==> src/rtl/pix_src_sequencer_if.sv <==
// Pixel-source bus: camera and SPI inputs in, pixel stream and status out.
// The sequencer uses the slave side; the driver of the sources uses master.
interface pix_src_sequencer_if;
    logic        src_req;
    logic        cam_dv;
    logic        cam_frst;
    logic [15:0] cam_pix1;
    logic [15:0] cam_pix2;
    logic        spi_byte_vld;
    logic [7:0]  spi_byte;
    logic        spi_frst;
    logic        spi_abort;
    logic        out_en;
    logic        out_frst;
    logic [15:0] out_pix1;
    logic [15:0] out_pix2;
    logic [10:0] out_x;
    logic [10:0] out_y;
    logic        src_act;
    logic        frame_done;
    logic        drop_err;

    modport master (
        output src_req, cam_dv, cam_frst, cam_pix1, cam_pix2,
        output spi_byte_vld, spi_byte, spi_frst, spi_abort,
        input  out_en, out_frst, out_pix1, out_pix2,
        input  out_x, out_y, src_act, frame_done, drop_err
    );

    modport slave (
        input  src_req, cam_dv, cam_frst, cam_pix1, cam_pix2,
        input  spi_byte_vld, spi_byte, spi_frst, spi_abort,
        output out_en, out_frst, out_pix1, out_pix2,
        output out_x, out_y, src_act, frame_done, drop_err
    );
endinterface

==> src/rtl/pix_src_sequencer.sv <==
// Selects camera or SPI pixel source for the SIFT front end, assembling SPI
// bytes into RGB565 pairs; source switches only at a frame boundary.
module pix_src_sequencer #(
    parameter int FRAME_W   = 640,
    parameter int FRAME_H   = 480,
    parameter int PIX_BYTES = 6
) (
    input logic                clk,
    input logic                rst,
    pix_src_sequencer_if.slave bus
);
    typedef enum logic {S_CAM, S_SPI} state_t;

    localparam logic [10:0] X_LAST = 11'(FRAME_W - 1);
    localparam logic [10:0] Y_LAST = 11'(FRAME_H - 1);
    localparam logic [2:0]  B_LAST = 3'(PIX_BYTES - 1);

    state_t      state_q, state_d;
    logic [10:0] x_q, x_d;
    logic [10:0] y_q, y_d;
    logic [2:0]  bcnt_q, bcnt_d;
    logic [4:0]  r_q, r_d;
    logic [5:0]  g_q, g_d;
    logic [15:0] acc2_q, acc2_d;
    logic        en_q, en_d;
    logic        frst_q, frst_d;
    logic        done_q, done_d;
    logic        err_q, err_d;
    logic [15:0] pix1_q, pix1_d;
    logic [15:0] pix2_q, pix2_d;
    logic [10:0] ox_q, ox_d;
    logic [10:0] oy_q, oy_d;

    logic        is_spi;
    logic        boundary;
    logic        frst_in;
    logic        vld_in;
    logic [15:0] in_pix1;
    logic [15:0] in_pix2;
    logic [10:0] px;
    logic [10:0] py;

    always_ff @(posedge clk) begin
        if (rst) begin
            state_q <= S_CAM;
            x_q     <= '0;
            y_q     <= '0;
            bcnt_q  <= '0;
            r_q     <= '0;
            g_q     <= '0;
            acc2_q  <= '0;
            en_q    <= 1'b0;
            frst_q  <= 1'b0;
            done_q  <= 1'b0;
            err_q   <= 1'b0;
            pix1_q  <= '0;
            pix2_q  <= '0;
            ox_q    <= '0;
            oy_q    <= '0;
        end else begin
            state_q <= state_d;
            x_q     <= x_d;
            y_q     <= y_d;
            bcnt_q  <= bcnt_d;
            r_q     <= r_d;
            g_q     <= g_d;
            acc2_q  <= acc2_d;
            en_q    <= en_d;
            frst_q  <= frst_d;
            done_q  <= done_d;
            err_q   <= err_d;
            pix1_q  <= pix1_d;
            pix2_q  <= pix2_d;
            ox_q    <= ox_d;
            oy_q    <= oy_d;
        end
    end

    always_comb begin
        state_d  = state_q;
        x_d      = x_q;
        y_d      = y_q;
        bcnt_d   = bcnt_q;
        r_d      = r_q;
        g_d      = g_q;
        acc2_d   = acc2_q;
        en_d     = 1'b0;
        frst_d   = 1'b0;
        done_d   = 1'b0;
        err_d    = err_q;
        pix1_d   = pix1_q;
        pix2_d   = pix2_q;
        ox_d     = ox_q;
        oy_d     = oy_q;
        frst_in  = 1'b0;
        vld_in   = 1'b0;
        in_pix1  = bus.cam_pix1;
        in_pix2  = bus.cam_pix2;
        is_spi   = (state_q == S_SPI);
        boundary = (x_q == '0) && (y_q == '0) && (bcnt_q == '0);

        if ((!is_spi && bus.spi_byte_vld) || (is_spi && bus.cam_dv))
            err_d = 1'b1;

        // The switch cycle itself carries no frame reset or pixel.
        if (boundary && (bus.src_req != is_spi)) begin
            state_d = is_spi ? S_CAM : S_SPI;
        end else if (!is_spi) begin
            frst_in = bus.cam_frst;
            vld_in  = bus.cam_dv;
        end else begin
            frst_in = bus.spi_frst;
            in_pix1 = {r_q, g_q, bus.spi_byte[7:3]};
            in_pix2 = acc2_q;
            if (bus.spi_abort) begin
                bcnt_d = '0;
            end else if (bus.spi_byte_vld) begin
                bcnt_d = (bcnt_q == B_LAST) ? '0 : bcnt_q + 3'd1;
                unique case (bcnt_q)
                    3'd0, 3'd3: r_d = bus.spi_byte[7:3];
                    3'd1, 3'd4: g_d = bus.spi_byte[7:2];
                    3'd2:       acc2_d = {r_q, g_q, bus.spi_byte[7:3]};
                    default:    vld_in = 1'b1;
                endcase
            end
        end

        // Frame reset takes effect before a pixel in the same cycle.
        px = frst_in ? '0 : x_q;
        py = frst_in ? '0 : y_q;
        if (frst_in) begin
            frst_d = 1'b1;
            x_d    = '0;
            y_d    = '0;
        end
        if (vld_in) begin
            en_d   = 1'b1;
            pix1_d = in_pix1;
            pix2_d = in_pix2;
            ox_d   = px;
            oy_d   = py;
            if (px == X_LAST) begin
                x_d = '0;
                if (py == Y_LAST) begin
                    y_d    = '0;
                    done_d = 1'b1;
                end else begin
                    y_d = py + 11'd1;
                end
            end else begin
                x_d = px + 11'd1;
                y_d = py;
            end
        end
    end

    assign bus.out_en     = en_q;
    assign bus.out_frst   = frst_q;
    assign bus.out_pix1   = pix1_q;
    assign bus.out_pix2   = pix2_q;
    assign bus.out_x      = ox_q;
    assign bus.out_y      = oy_q;
    assign bus.src_act    = (state_q == S_SPI);
    assign bus.frame_done = done_q;
    assign bus.drop_err   = err_q;
endmodule

==> src/flat_wrapper.sv <==
// flat-port wrapper written by rule: the top's interface ports become plain ports
module pix_src_sequencer_flat 
#(
    parameter int FRAME_W   = 640,
    parameter int FRAME_H   = 480,
    parameter int PIX_BYTES = 6
)
  (clk, rst, bus_src_req, bus_cam_dv, bus_cam_frst, bus_cam_pix1, bus_cam_pix2, bus_spi_byte_vld, bus_spi_byte, bus_spi_frst, bus_spi_abort, bus_out_en, bus_out_frst, bus_out_pix1, bus_out_pix2, bus_out_x, bus_out_y, bus_src_act, bus_frame_done, bus_drop_err);
  pix_src_sequencer_if bus_i ();
  input logic clk;
  input logic rst;
  input wire logic [$bits(bus_i.src_req)-1:0] bus_src_req;
  input wire logic [$bits(bus_i.cam_dv)-1:0] bus_cam_dv;
  input wire logic [$bits(bus_i.cam_frst)-1:0] bus_cam_frst;
  input wire logic [$bits(bus_i.cam_pix1)-1:0] bus_cam_pix1;
  input wire logic [$bits(bus_i.cam_pix2)-1:0] bus_cam_pix2;
  input wire logic [$bits(bus_i.spi_byte_vld)-1:0] bus_spi_byte_vld;
  input wire logic [$bits(bus_i.spi_byte)-1:0] bus_spi_byte;
  input wire logic [$bits(bus_i.spi_frst)-1:0] bus_spi_frst;
  input wire logic [$bits(bus_i.spi_abort)-1:0] bus_spi_abort;
  output wire logic [$bits(bus_i.out_en)-1:0] bus_out_en;
  output wire logic [$bits(bus_i.out_frst)-1:0] bus_out_frst;
  output wire logic [$bits(bus_i.out_pix1)-1:0] bus_out_pix1;
  output wire logic [$bits(bus_i.out_pix2)-1:0] bus_out_pix2;
  output wire logic [$bits(bus_i.out_x)-1:0] bus_out_x;
  output wire logic [$bits(bus_i.out_y)-1:0] bus_out_y;
  output wire logic [$bits(bus_i.src_act)-1:0] bus_src_act;
  output wire logic [$bits(bus_i.frame_done)-1:0] bus_frame_done;
  output wire logic [$bits(bus_i.drop_err)-1:0] bus_drop_err;
  assign bus_i.src_req = bus_src_req;
  assign bus_i.cam_dv = bus_cam_dv;
  assign bus_i.cam_frst = bus_cam_frst;
  assign bus_i.cam_pix1 = bus_cam_pix1;
  assign bus_i.cam_pix2 = bus_cam_pix2;
  assign bus_i.spi_byte_vld = bus_spi_byte_vld;
  assign bus_i.spi_byte = bus_spi_byte;
  assign bus_i.spi_frst = bus_spi_frst;
  assign bus_i.spi_abort = bus_spi_abort;
  assign bus_out_en = bus_i.out_en;
  assign bus_out_frst = bus_i.out_frst;
  assign bus_out_pix1 = bus_i.out_pix1;
  assign bus_out_pix2 = bus_i.out_pix2;
  assign bus_out_x = bus_i.out_x;
  assign bus_out_y = bus_i.out_y;
  assign bus_src_act = bus_i.src_act;
  assign bus_frame_done = bus_i.frame_done;
  assign bus_drop_err = bus_i.drop_err;
  pix_src_sequencer #(.FRAME_W(FRAME_W), .FRAME_H(FRAME_H), .PIX_BYTES(PIX_BYTES)) u_core (.clk(clk), .rst(rst), .bus(bus_i));
endmodule
==> config.mk <==
export PLATFORM = sky130hd
export DESIGN_NAME = pix_src_sequencer_flat
export DESIGN_NICKNAME = d
export VERILOG_FILES = /design/src/rtl/pix_src_sequencer_if.sv /design/src/rtl/pix_src_sequencer.sv /design/src/flat_wrapper.sv
export SDC_FILE = /design/constraint.sdc
export NUM_CORES = 1
export LEC_CHECK = 0
export ABC_AREA = 0
export CAP_MARGIN = 20
export CORE_MARGIN = 3
export CORE_UTILIZATION = 51
export CTS_CLUSTER_DIAMETER = 60
export DETAILED_ROUTE_END_ITERATION = 10
export PLACE_DENSITY = 0.8
export RECOVER_POWER = 100
export SETUP_SLACK_MARGIN = 0.15
export SLEW_MARGIN = 10
export SYNTH_ARGS = -nofsm -noshare
export SYNTH_HDL_FRONTEND = slang
export SYNTH_SLANG_ARGS = --single-unit
==> constraint.sdc <==
create_clock -name clk -period 5.25 [get_ports clk]
set_input_delay 0.7875 -clock clk [delete_from_list [all_inputs] [get_ports clk]]
set_output_delay 0.7875 -clock clk [all_outputs]
set_load 0.05 [all_outputs]
==> Yosys cells after proc, flatten, opt, wreduce, memory -nomap -nowiden <==
Cells that the tools add are included.
{ "totals": {"ff_bits": 111, "output_inout_bits": 59, "elab_cells": 74, "inputBits": 48} }
{ "classes": {"reduce_logical": 19, "bitwise": 4, "muxes": 25, "add_sub_neg": 3, "eq_ne": 8} }
{ "ops": {"columns": ["operator", "count"], "rows": [
  ["2-to-1 mux 11 bit", 7],
  ["2-to-1 mux 16 bit", 4],
  ["adder 11 x 1 -> 11 bit, second input constant", 2],
  ["logical NOT 11 bit", 2],
  ["AND reduction 5 bit", 3],
  ["equality test 11 x 10 -> 1 bit, second input constant", 1],
  ["equality test 11 x 9 -> 1 bit, second input constant", 1],
  ["2-to-1 mux 1 bit", 11],
  ["2-to-1 mux 3 bit", 3],
  ["equality test 3 x 2 -> 1 bit, second input constant", 2],
  ["equality test 3 bit, second input constant", 2],
  ["logical AND 1 bit", 5],
  ["OR reduction 5 bit", 1],
  ["NOT 1 bit", 4],
  ["OR reduction 2 bit", 2],
  ["adder 3 x 1 -> 3 bit, second input constant", 1],
  ["equality test 3 x 1 -> 1 bit, second input constant", 1],
  ["logical NOT 3 bit", 1],
  ["AND reduction 3 bit", 1],
  ["OR reduction 3 bit", 1],
  ["nonzero test 2 bit", 1],
  ["logical NOT 1 bit", 1],
  ["logical OR 1 bit", 1],
  ["!= test 1 bit", 1]
]} }

==> Longest topological paths before layout <==
Gate-level depths: netlist of the first run.
{ "logic_depth": {"word_depth": 10, "ltp_mapped": 16, "ltp_nobuf": 10} }

==> Least setup slack after synthesis of the first run <==
No wires, ideal clock.
{ "synth_timing": {"kind": "register to register", "startpoint": "register u_core.state_q (netlist: u_core.bus.src_act)", "endpoint": "register u_core.y_q[6]", "setup_time_ps": 70, "t_required_ps": 5180, "period_less_slack_ps": 3932, "arrival_time_ps": 3862, "path_stages_with_launch": 17, "path_buffers": 6, "path_slack_ps": 1318, "cell_sequence": "dfxtp_1 buf_2 xnor2_1 or4_1 buf_4 o21ai_4 buf_6 buf_6 and2_1 ha_1 nand4_1 or4_1 clkbuf_2 or2_0 clkbuf_2 or3_1 a21oi_1"} }
{ "synth_via": {"word_cells_on_any_way": 14, "classes_between": "add/sub (1); eq/ne (3); mux (9); reduce/logical (1)"} }
{ "synth_lines": {"columns": ["item", "line", "rtl"], "rows": [
  ["start, declared", "pix_src_sequencer.sv:18", "state_t state_q, state_d;"],
  ["start signal, assigned", "pix_src_sequencer.sv:61", "state_q <= state_d;"],
  ["!= test 1 bit", "pix_src_sequencer.sv:106", "if (boundary && (bus.src_req != is_spi)) begin"],
  ["logical AND 1 bit", "pix_src_sequencer.sv:106", null],
  ["2-to-1 mux 1 bit (*)", "pix_src_sequencer.sv:106", null],
  ["2-to-1 mux 11 bit (*)", "pix_src_sequencer.sv:129", "px = frst_in ? '0 : x_q;"],
  ["net u_core.px[0]", "pix_src_sequencer.sv:40", "logic [10:0] px;"],
  ["equality test 11 x 10 -> 1 bit (*)", "pix_src_sequencer.sv:142", "if (px == X_LAST) begin"],
  ["2-to-1 mux 11 bit (*)", "pix_src_sequencer.sv:142", null],
  ["2-to-1 mux 11 bit (*)", "pix_src_sequencer.sv:136", "if (vld_in) begin"],
  ["end signal, assigned", "pix_src_sequencer.sv:63", "y_q <= y_d;"],
  ["end, declared", "pix_src_sequencer.sv:20", "logic [10:0] y_q, y_d;"]
]} }
Mark *: on every way through the listed nets, which the timed path passes. The rest lies on a longest branch.
A chain may end at the register's enable or synchronous reset.

==> Worst setup path after layout of the first run <==
{ "layout_timing": {"startpoint": "input port bus_src_req", "endpoint": "register u_core.y_q[6]"} }
{ "layout_via": {"word_cells_on_any_way": 12, "classes_between": "add/sub (1); eq/ne (3); mux (7); reduce/logical (1)"} }
{ "layout_lines": {"columns": ["item", "line", "rtl"], "rows": [
  ["start, declared", "flat_wrapper.sv:12", "input wire logic [$bits(bus_i.src_req)-1:0] bus_src_req;"],
  ["!= test 1 bit", "pix_src_sequencer.sv:106", null],
  ["logical AND 1 bit", "pix_src_sequencer.sv:106", null],
  ["2-to-1 mux 1 bit", "pix_src_sequencer.sv:106", null],
  ["2-to-1 mux 11 bit", "pix_src_sequencer.sv:129", null],
  ["net u_core.px[0]", "pix_src_sequencer.sv:40", null],
  ["equality test 11 x 10 -> 1 bit", "pix_src_sequencer.sv:142", null],
  ["2-to-1 mux 11 bit", "pix_src_sequencer.sv:142", null],
  ["2-to-1 mux 11 bit", "pix_src_sequencer.sv:136", null]
]} }
The timed path passes the listed nets, and every way through them passes these cells.

==> results of run 1 <==
## worst min-delay path by stage
stage | end | depth (start not counted) | slack, ns | start
after floorplan | u_core.acc2_q[5] | 2 | 0.45 | u_core.acc2_q[5]
after global placement | u_core.bus.out_x[5] | 2 | 0.44 | u_core.bus.out_x[5]
after detailed placement | u_core.bus.out_x[3] | 2 | 0.45 | u_core.bus.out_x[3]
after CTS | u_core.bus.out_x[3] | 2 | 0.46 | u_core.bus.out_x[3]
after global routing | u_core.bus.out_x[9] | 2 | 0.48 | u_core.bus.out_x[9]
final | u_core.bus.out_x[3] | 2 | 0.45 | u_core.bus.out_x[3]
## cell usage in the layout (no fill, tap or decap), types with 7 or more instances in the layout
cell type,count
sky130_fd_sc_hd__o221ai_1,32
sky130_fd_sc_hd__nor4_1,7
sky130_fd_sc_hd__nand2b_1,14
sky130_fd_sc_hd__nand3_1,37
sky130_fd_sc_hd__a21oi_1,80
sky130_fd_sc_hd__nand3b_1,16
sky130_fd_sc_hd__clkdlybuf4s50_1,42
sky130_fd_sc_hd__o21ai_0,23
sky130_fd_sc_hd__dfxtp_1,111
sky130_fd_sc_hd__nor3_1,10
sky130_fd_sc_hd__inv_1,9
sky130_fd_sc_hd__dlygate4sd3_1,61
sky130_fd_sc_hd__clkbuf_8,9
sky130_fd_sc_hd__or4_1,8
sky130_fd_sc_hd__mux2i_1,12
sky130_fd_sc_hd__nand2_1,62
sky130_fd_sc_hd__nor2_1,17
## registers in the layout (all words and copies together) (netlist names)
name                   count
u_core.bus.out_en          1
u_core.bus.out_pix2       16
u_core.bus.src_act         1
u_core.bus.out_x          11
u_core.bus.drop_err        1
u_core.bus.out_pix1       16
u_core.acc2_q             16
u_core.bcnt_q              3
u_core.bus.out_y          11
u_core.x_q                11
u_core.r_q                 5
u_core.g_q                 6
u_core.y_q                11
u_core.bus.out_frst        1
u_core.bus.frame_done      1
## through the flow
step / power (mW) / util [%] / worst slack (ns) / instance area (µm²)
after CTS: 2.43 / 65.2 / 1.17 / 6060
final: 2.37 / 64.8 / 1.05 / 6020
after global placement: 1.92 / 63.2 / 0.866 / 5860
after global routing: 2.49 / 64.8 / 0.885 / 6020
after floorplan: 1.72 / - / 1.32 / 4880
after detailed placement: 1.95 / 63.3 / 0.811 / 5880
## routing by layer
| metal | wire length [µm] | up-vias |
|---|---|---|
| met3 | 910 | 15 |
| met5 | 0 | - |
| met2 | 5570 | 175 |
| met4 | 192 | 0 |
| li1 | - | 2184 |
| met1 | 5690 | 2114 |
## logic make-up after synthesis
kind of cell	share of synthesized area (%)
AND/OR/NAND/NOR	21.6
AO/OA/AOI/OAI	21.9
flip-flops	45.5
buffers and inverters	6.02
multiplexers	2.69
XOR/XNOR	1.26
adder cells (fa/ha/maj)	0.973
## worst max-delay path, delay by kind of cell
family	cells	cell delay [ns]
buffers and inverters	1	0.58
AO/OA/AOI/OAI	2	0.50
XOR/XNOR	1	0.14
AND/OR/NAND/NOR	6	2.32
adder cells (fa/ha/maj)	1	0.19
## layout make-up
class,count,area [µm²],area share (%)
clock buffers,9,124,2.06
clock inverters,6,52.6,0.873
inverters,10,37.5,0.624
multi-input cells,390,2340,38.9
flip-flops and latches,111,2220,36.9
well taps,129,161,2.68
repair buffers,110,1080,18.0
## power groups by stage
stage               Sequential [mW]  Combinational [mW]  Clock [mW]
global route                  0.975               0.994       0.520
global placement              0.983               0.941           0
detailed placement            0.986               0.969           0
CTS                           0.968               0.972       0.491
floorplan                      1.23               0.492           0
finish                        0.965               0.927       0.480
==> metrics.csv, run 1 <==
metric,value,unit
worst_path_max_delay_cell,sky130_fd_sc_hd__or4_1,
timing.critical_path.to,u_core.y_q[6],
number_of_enable_type_register_cells_in_the_synthesized_netlist,0,
pwr-share-seq,40.7,%
detail-route-antenna-nets,0,
leakage,2.09,nW
grt_start_max_net_pins,68,
layout_cell_share_with_drive_strength_beyond_1,4.56,%
tns,0,ns
rsz0062_at_grt,false,
drv.max_cap_violation_count,3,
synth_area_leader_cell,sky130_fd_sc_hd__dfxtp_1,
globalplace.congestion,0.869,
firstDrtPassIters,5,
filler_cell_count,816,
area_delta_synth_final,23.2,%
cpPeakStageDelay,0.70,ns
critical_path.reg2reg.startpoint,u_core.y_q[5],
numCtsBuffers,9,
placed_cells,750,
clock-root-buffer,sky130_fd_sc_hd__clkbuf_8,
switching_share,42.8,%
worst_setup_path_start_kind,input port,
final_worst_clock_skew,0.0177,ns
post_synth_num_cell_types,54,
global_route.peak_usage_layer,met2,
final.period_utilization,80.1,%
global_route_wire_length_before_repair,20400,µm
vdd.ir_drop.worst,0.000203,V
clkPwrFrac,20.2,%
crit_chain,dlygate4sd3_1 -> xnor2_1 -> or4_1 -> o21ai_4 -> and2_0 -> ha_1 -> nand4_1 -> or4_1 -> or2_0 -> or3_1 -> a21oi_1,
nNetsFinal,683,
hold_class,reg -> reg,
fin_crit,4.20,ns
port_buffers,104,
cts_buffer_depth,2,
drt_iter0_markers,277,
slew_limit_fails,91,
worst_slew_pin_slew,1.97,ns
failed_checks,"max-capacitance violations, max-slew violations",
yosys_warnings,0,
cp-end-kind,flop,
drc_errors,0,
achievable-frequency,0.238,GHz
met3_use_gr,5.90,%
grt_use_met1,32.5,%
postSynthRegisterBits,111,
die-width,104,µm
floorplan.rows,35,
setup_viols_final,0,
synthFlopType,sky130_fd_sc_hd__dfxtp_1,
postSynthCellCount,557,
cell_internal_power,1.36,mW
clk-insertion-delay-late,0.38,ns
netlist_top_cells_area,"sky130_fd_sc_hd__dfxtp_1 (45%), sky130_fd_sc_hd__a21oi_1 (8.2%), sky130_fd_sc_hd__o221ai_1 (5.7%)",
dieArea,0.0108,mm²
use_met2,33.1,%
cts_setup_buffers,0,
antenna_cells,0,
async_s_r_ff_share_synth,0,%
gr-total-overflow,0,
clk_pin_slew_worst_paths,0.10,ns
vias_cell,5.87,
tritoncts,yes,
cts-hold-fix-buffers,0,
grt_pass1_vias,4113,
cp_common_cell,sky130_fd_sc_hd__or4_1,
power_switching,1.02,mW
reg2reg_depth,10,
ff2ff_setup_slack,1.37,ns
placeableCoreArea,0.00928,mm²
timing_hold_violations_final,0,
cellPowerDensity,394,mW/mm²
cts.sinks,111,
yosysTopAreaCellShare,45.5,%
top_level_ports,107,
regToRegEndpoint,u_core.y_q[6],
routed_wl,12400,µm
ys_seq_area_share,45.5,%
initial_core_util,52.6,%
combinationalPowerShare,39.1,%
fin_hold_ws,0.452,ns
critical_path_required,5.55,ns
worstSetupPathType,in -> reg,
syn_nets,608,
route.vias.total,4488,
hpwl,8340,µm
number_of_antenna_violations_at_the_first_check_in_global_routing,0,
cts-resized-gates,0,
worst_ep_arrival_time,4.51,ns
yosysMostFrequentCell,sky130_fd_sc_hd__dfxtp_1,
layout.cells.non_filler,765,
grtUsageTotal,22.5,%
synth_commonest_cells,"sky130_fd_sc_hd__dfxtp_1 (111), sky130_fd_sc_hd__a21oi_1 (80), sky130_fd_sc_hd__nand2_1 (62)",
die_height,104,µm
maximum_fanout_along_the_worst_path,10,
mappedNetlistArea,0.00488,mm²
slew-limit-headroom,-32.0,%
wl_per_instance,16.2,µm
outcome,"finished, violations left",
startpoint_of_the_most_critical_setup_path,bus_src_req,
syn_avg_cell_area,8.77,µm²
cts.htree.levels,3,
Power figures use the tool's default switching activity.
==> run 2: changes to the inputs <==
==> constraint.sdc (replaced) <==
create_clock -name clk -period 4.3 [get_ports clk]
set_input_delay 0.645 -clock clk [delete_from_list [all_inputs] [get_ports clk]]
set_output_delay 0.645 -clock clk [all_outputs]
set_load 0.05 [all_outputs]
==> metrics.csv, run 2 (synthesized netlist as in run 1, its figures left out) <==
metric,value,unit
worst_slew_pin_slew,1.71,ns
number_of_antenna_violations_at_the_first_check_in_global_routing,0,
antenna_cells,0,
hold_start,u_core.bus.out_x[3],
drt_iter0_markers,225,
final_worst_clock_skew,0.0218,ns
grt_start_max_net_pins,75,
final.period_utilization,83.7,%
layout_cell_share_with_drive_strength_beyond_1,5.59,%
rsz0062_at_grt,false,
cellPowerDensity,482,mW/mm²
fin_crit,3.60,ns
startpoint_of_the_most_critical_setup_path,bus_src_req,
timing_hold_violations_final,0,
clock-root-buffer,sky130_fd_sc_hd__clkbuf_8,
whs_endpoint,u_core.bus.out_x[3],
wl_per_instance,16.0,µm
switching_share,42.8,%
floorplan.rows,35,
vias_cell,5.80,
place_worst_setup_slack,0.544,ns
reg2reg_depth,10,
fin_hold_ws,0.449,ns
routed_wl,12300,µm
cts_setup_buffers,0,
cts-hold-fix-buffers,0,
cts.sinks,111,
critical_path.reg2reg.startpoint,u_core.x_q[7],
placeableCoreArea,0.00928,mm²
drc_errors,0,
global_route_wire_length_before_repair,20400,µm
cell_internal_power,1.68,mW
gr-total-overflow,0,
vdd.ir_drop.worst,0.000237,V
worst_hold_path.num_cells,2,
slew_limit_fails,7,
die_height,104,µm
maximum_fanout_along_the_worst_path,16,
worst_ep_arrival_time,3.90,ns
grt_pass1_vias,4066,
power_switching,1.26,mW
globalplace.congestion,0.878,
tns,0,ns
register_area,0.00222,mm²
hpwl,8370,µm
total_area_of_multi_input_combinational_cells,0.00236,mm²
dieArea,0.0108,mm²
outcome,"finished, violations left",
clk_pin_slew_worst_paths,0.10,ns
die-width,104,µm
numCtsBuffers,9,
worstSetupPathType,in -> reg,
setup_viols_final,0,
mostFrequentLayoutCell,sky130_fd_sc_hd__dfxtp_1,
worst_setup_path_start_kind,input port,
achievable-frequency,0.278,GHz
grtUsageTotal,22.5,%
clkPwrFrac,20.0,%
port_buffers,104,
top_level_ports,107,
failed_checks,"max-capacitance violations, max-slew violations",
drv.max_cap_violation_count,1,
cts-resized-gates,0,
clk-insertion-delay-late,0.38,ns
combinationalPowerShare,40.0,%
cts.htree.levels,3,
most_frequent_cells_in_the_layout,"sky130_fd_sc_hd__dfxtp_1 (111), sky130_fd_sc_hd__a21oi_1 (80), sky130_fd_sc_hd__nand2_1 (62)",
critical_path_required,4.61,ns
setup_ws,0.703,ns
pwr-share-seq,40.0,%
ff2ff_setup_slack,0.75,ns
firstDrtPassIters,5,
tritoncts,yes,
leakage,2.13,nW
detail-route-antenna-nets,0,
area_delta_synth_final,25.2,%
initial_core_util,52.6,%
filler_cell_count,781,
slew-limit-headroom,-15.3,%
cp-end-kind,flop,
route.vias.total,4481,
cts_buffer_depth,2,
hold_class,reg -> reg,
nNetsFinal,691,
regToRegEndpoint,u_core.y_q[10],
==> run 2: cell types whose count changed in the layout (fill, tap and decap cells not counted), sizes merged <==
| cell | previous run | this run |
|---|---|---|
| buf | 5 | 9 |
| clkbuf | 11 | 15 |
| clkdlybuf4s50 | 42 | 44 |
| dlygate4sd3 | 61 | 59 |
| clkinv | 2 | 3 |
| inv | 12 | 11 |
==> run 2: worst max-delay path: stages <==
cell and delay, ns:
sky130_fd_sc_hd__clkdlybuf4s50_1 0.44, sky130_fd_sc_hd__xnor2_1 0.13, sky130_fd_sc_hd__or4_1 0.57, sky130_fd_sc_hd__o21ai_4 0.18
sky130_fd_sc_hd__clkbuf_1 0.50, sky130_fd_sc_hd__and2_1 0.22, sky130_fd_sc_hd__ha_1 0.22, sky130_fd_sc_hd__and2_0 0.27
sky130_fd_sc_hd__nand3_1 0.13, sky130_fd_sc_hd__or4_1 0.43, sky130_fd_sc_hd__a21oi_1 0.16
==> run 2: worst max-delay path by stage <==
stage / end / slack [ns] / cells past startpoint
after floorplan: u_core.y_q[6] / 0.37 / 16
after global placement: u_core.y_q[6] / 0.55 / 11
after detailed placement: u_core.y_q[6] / 0.54 / 11
after CTS: u_core.y_q[6] / 0.89 / 11
after global routing: u_core.y_q[10] / 0.44 / 11
final: u_core.y_q[10] / 0.70 / 11
==> run 2: per-stage QoR <==
stage | area [µm²] | total power [mW] | util, % | std cells
2_1_floorplan | 4880 | 2.10 | - | 557
3_3_place_gp | 5920 | 2.38 | 63.7 | 756
3_5_place_dp | 5920 | 2.40 | 63.7 | 756
4_1_cts | 6100 | 2.98 | 65.7 | 771
5_1_grt | 6110 | 3.09 | 65.9 | 773
6_report | 6110 | 2.95 | 65.9 | 773
==> run 2: metal layers <==
layer | part of all wire (%) | GRT usage (%)
met5 | 0 | 0
met4 | 1.1 | 6.17
met3 | 7.7 | 4.97
met2 | 44 | 33.4
met1 | 47 | 33.0
==> run 2: power groups by stage <==
stage                     logic [mW]  clock network (mW)  registers, mW
final                           1.18               0.589           1.18
after detailed placement        1.20                   0           1.20
after global routing            1.27               0.633           1.19
after global placement          1.18                   0           1.20
after floorplan                0.600                   0           1.50
after CTS                       1.20               0.597           1.18
==> run 2: final cells by class <==
type / count / area share, %
Inverter: 10 / 0.614
Multi-Input combinational cell: 390 / 38.5
Tap cell: 129 / 2.64
Timing Repair Buffer: 118 / 18.9
Sequential cell: 111 / 36.3
Clock buffer: 9 / 2.03
Clock inverter: 6 / 0.900
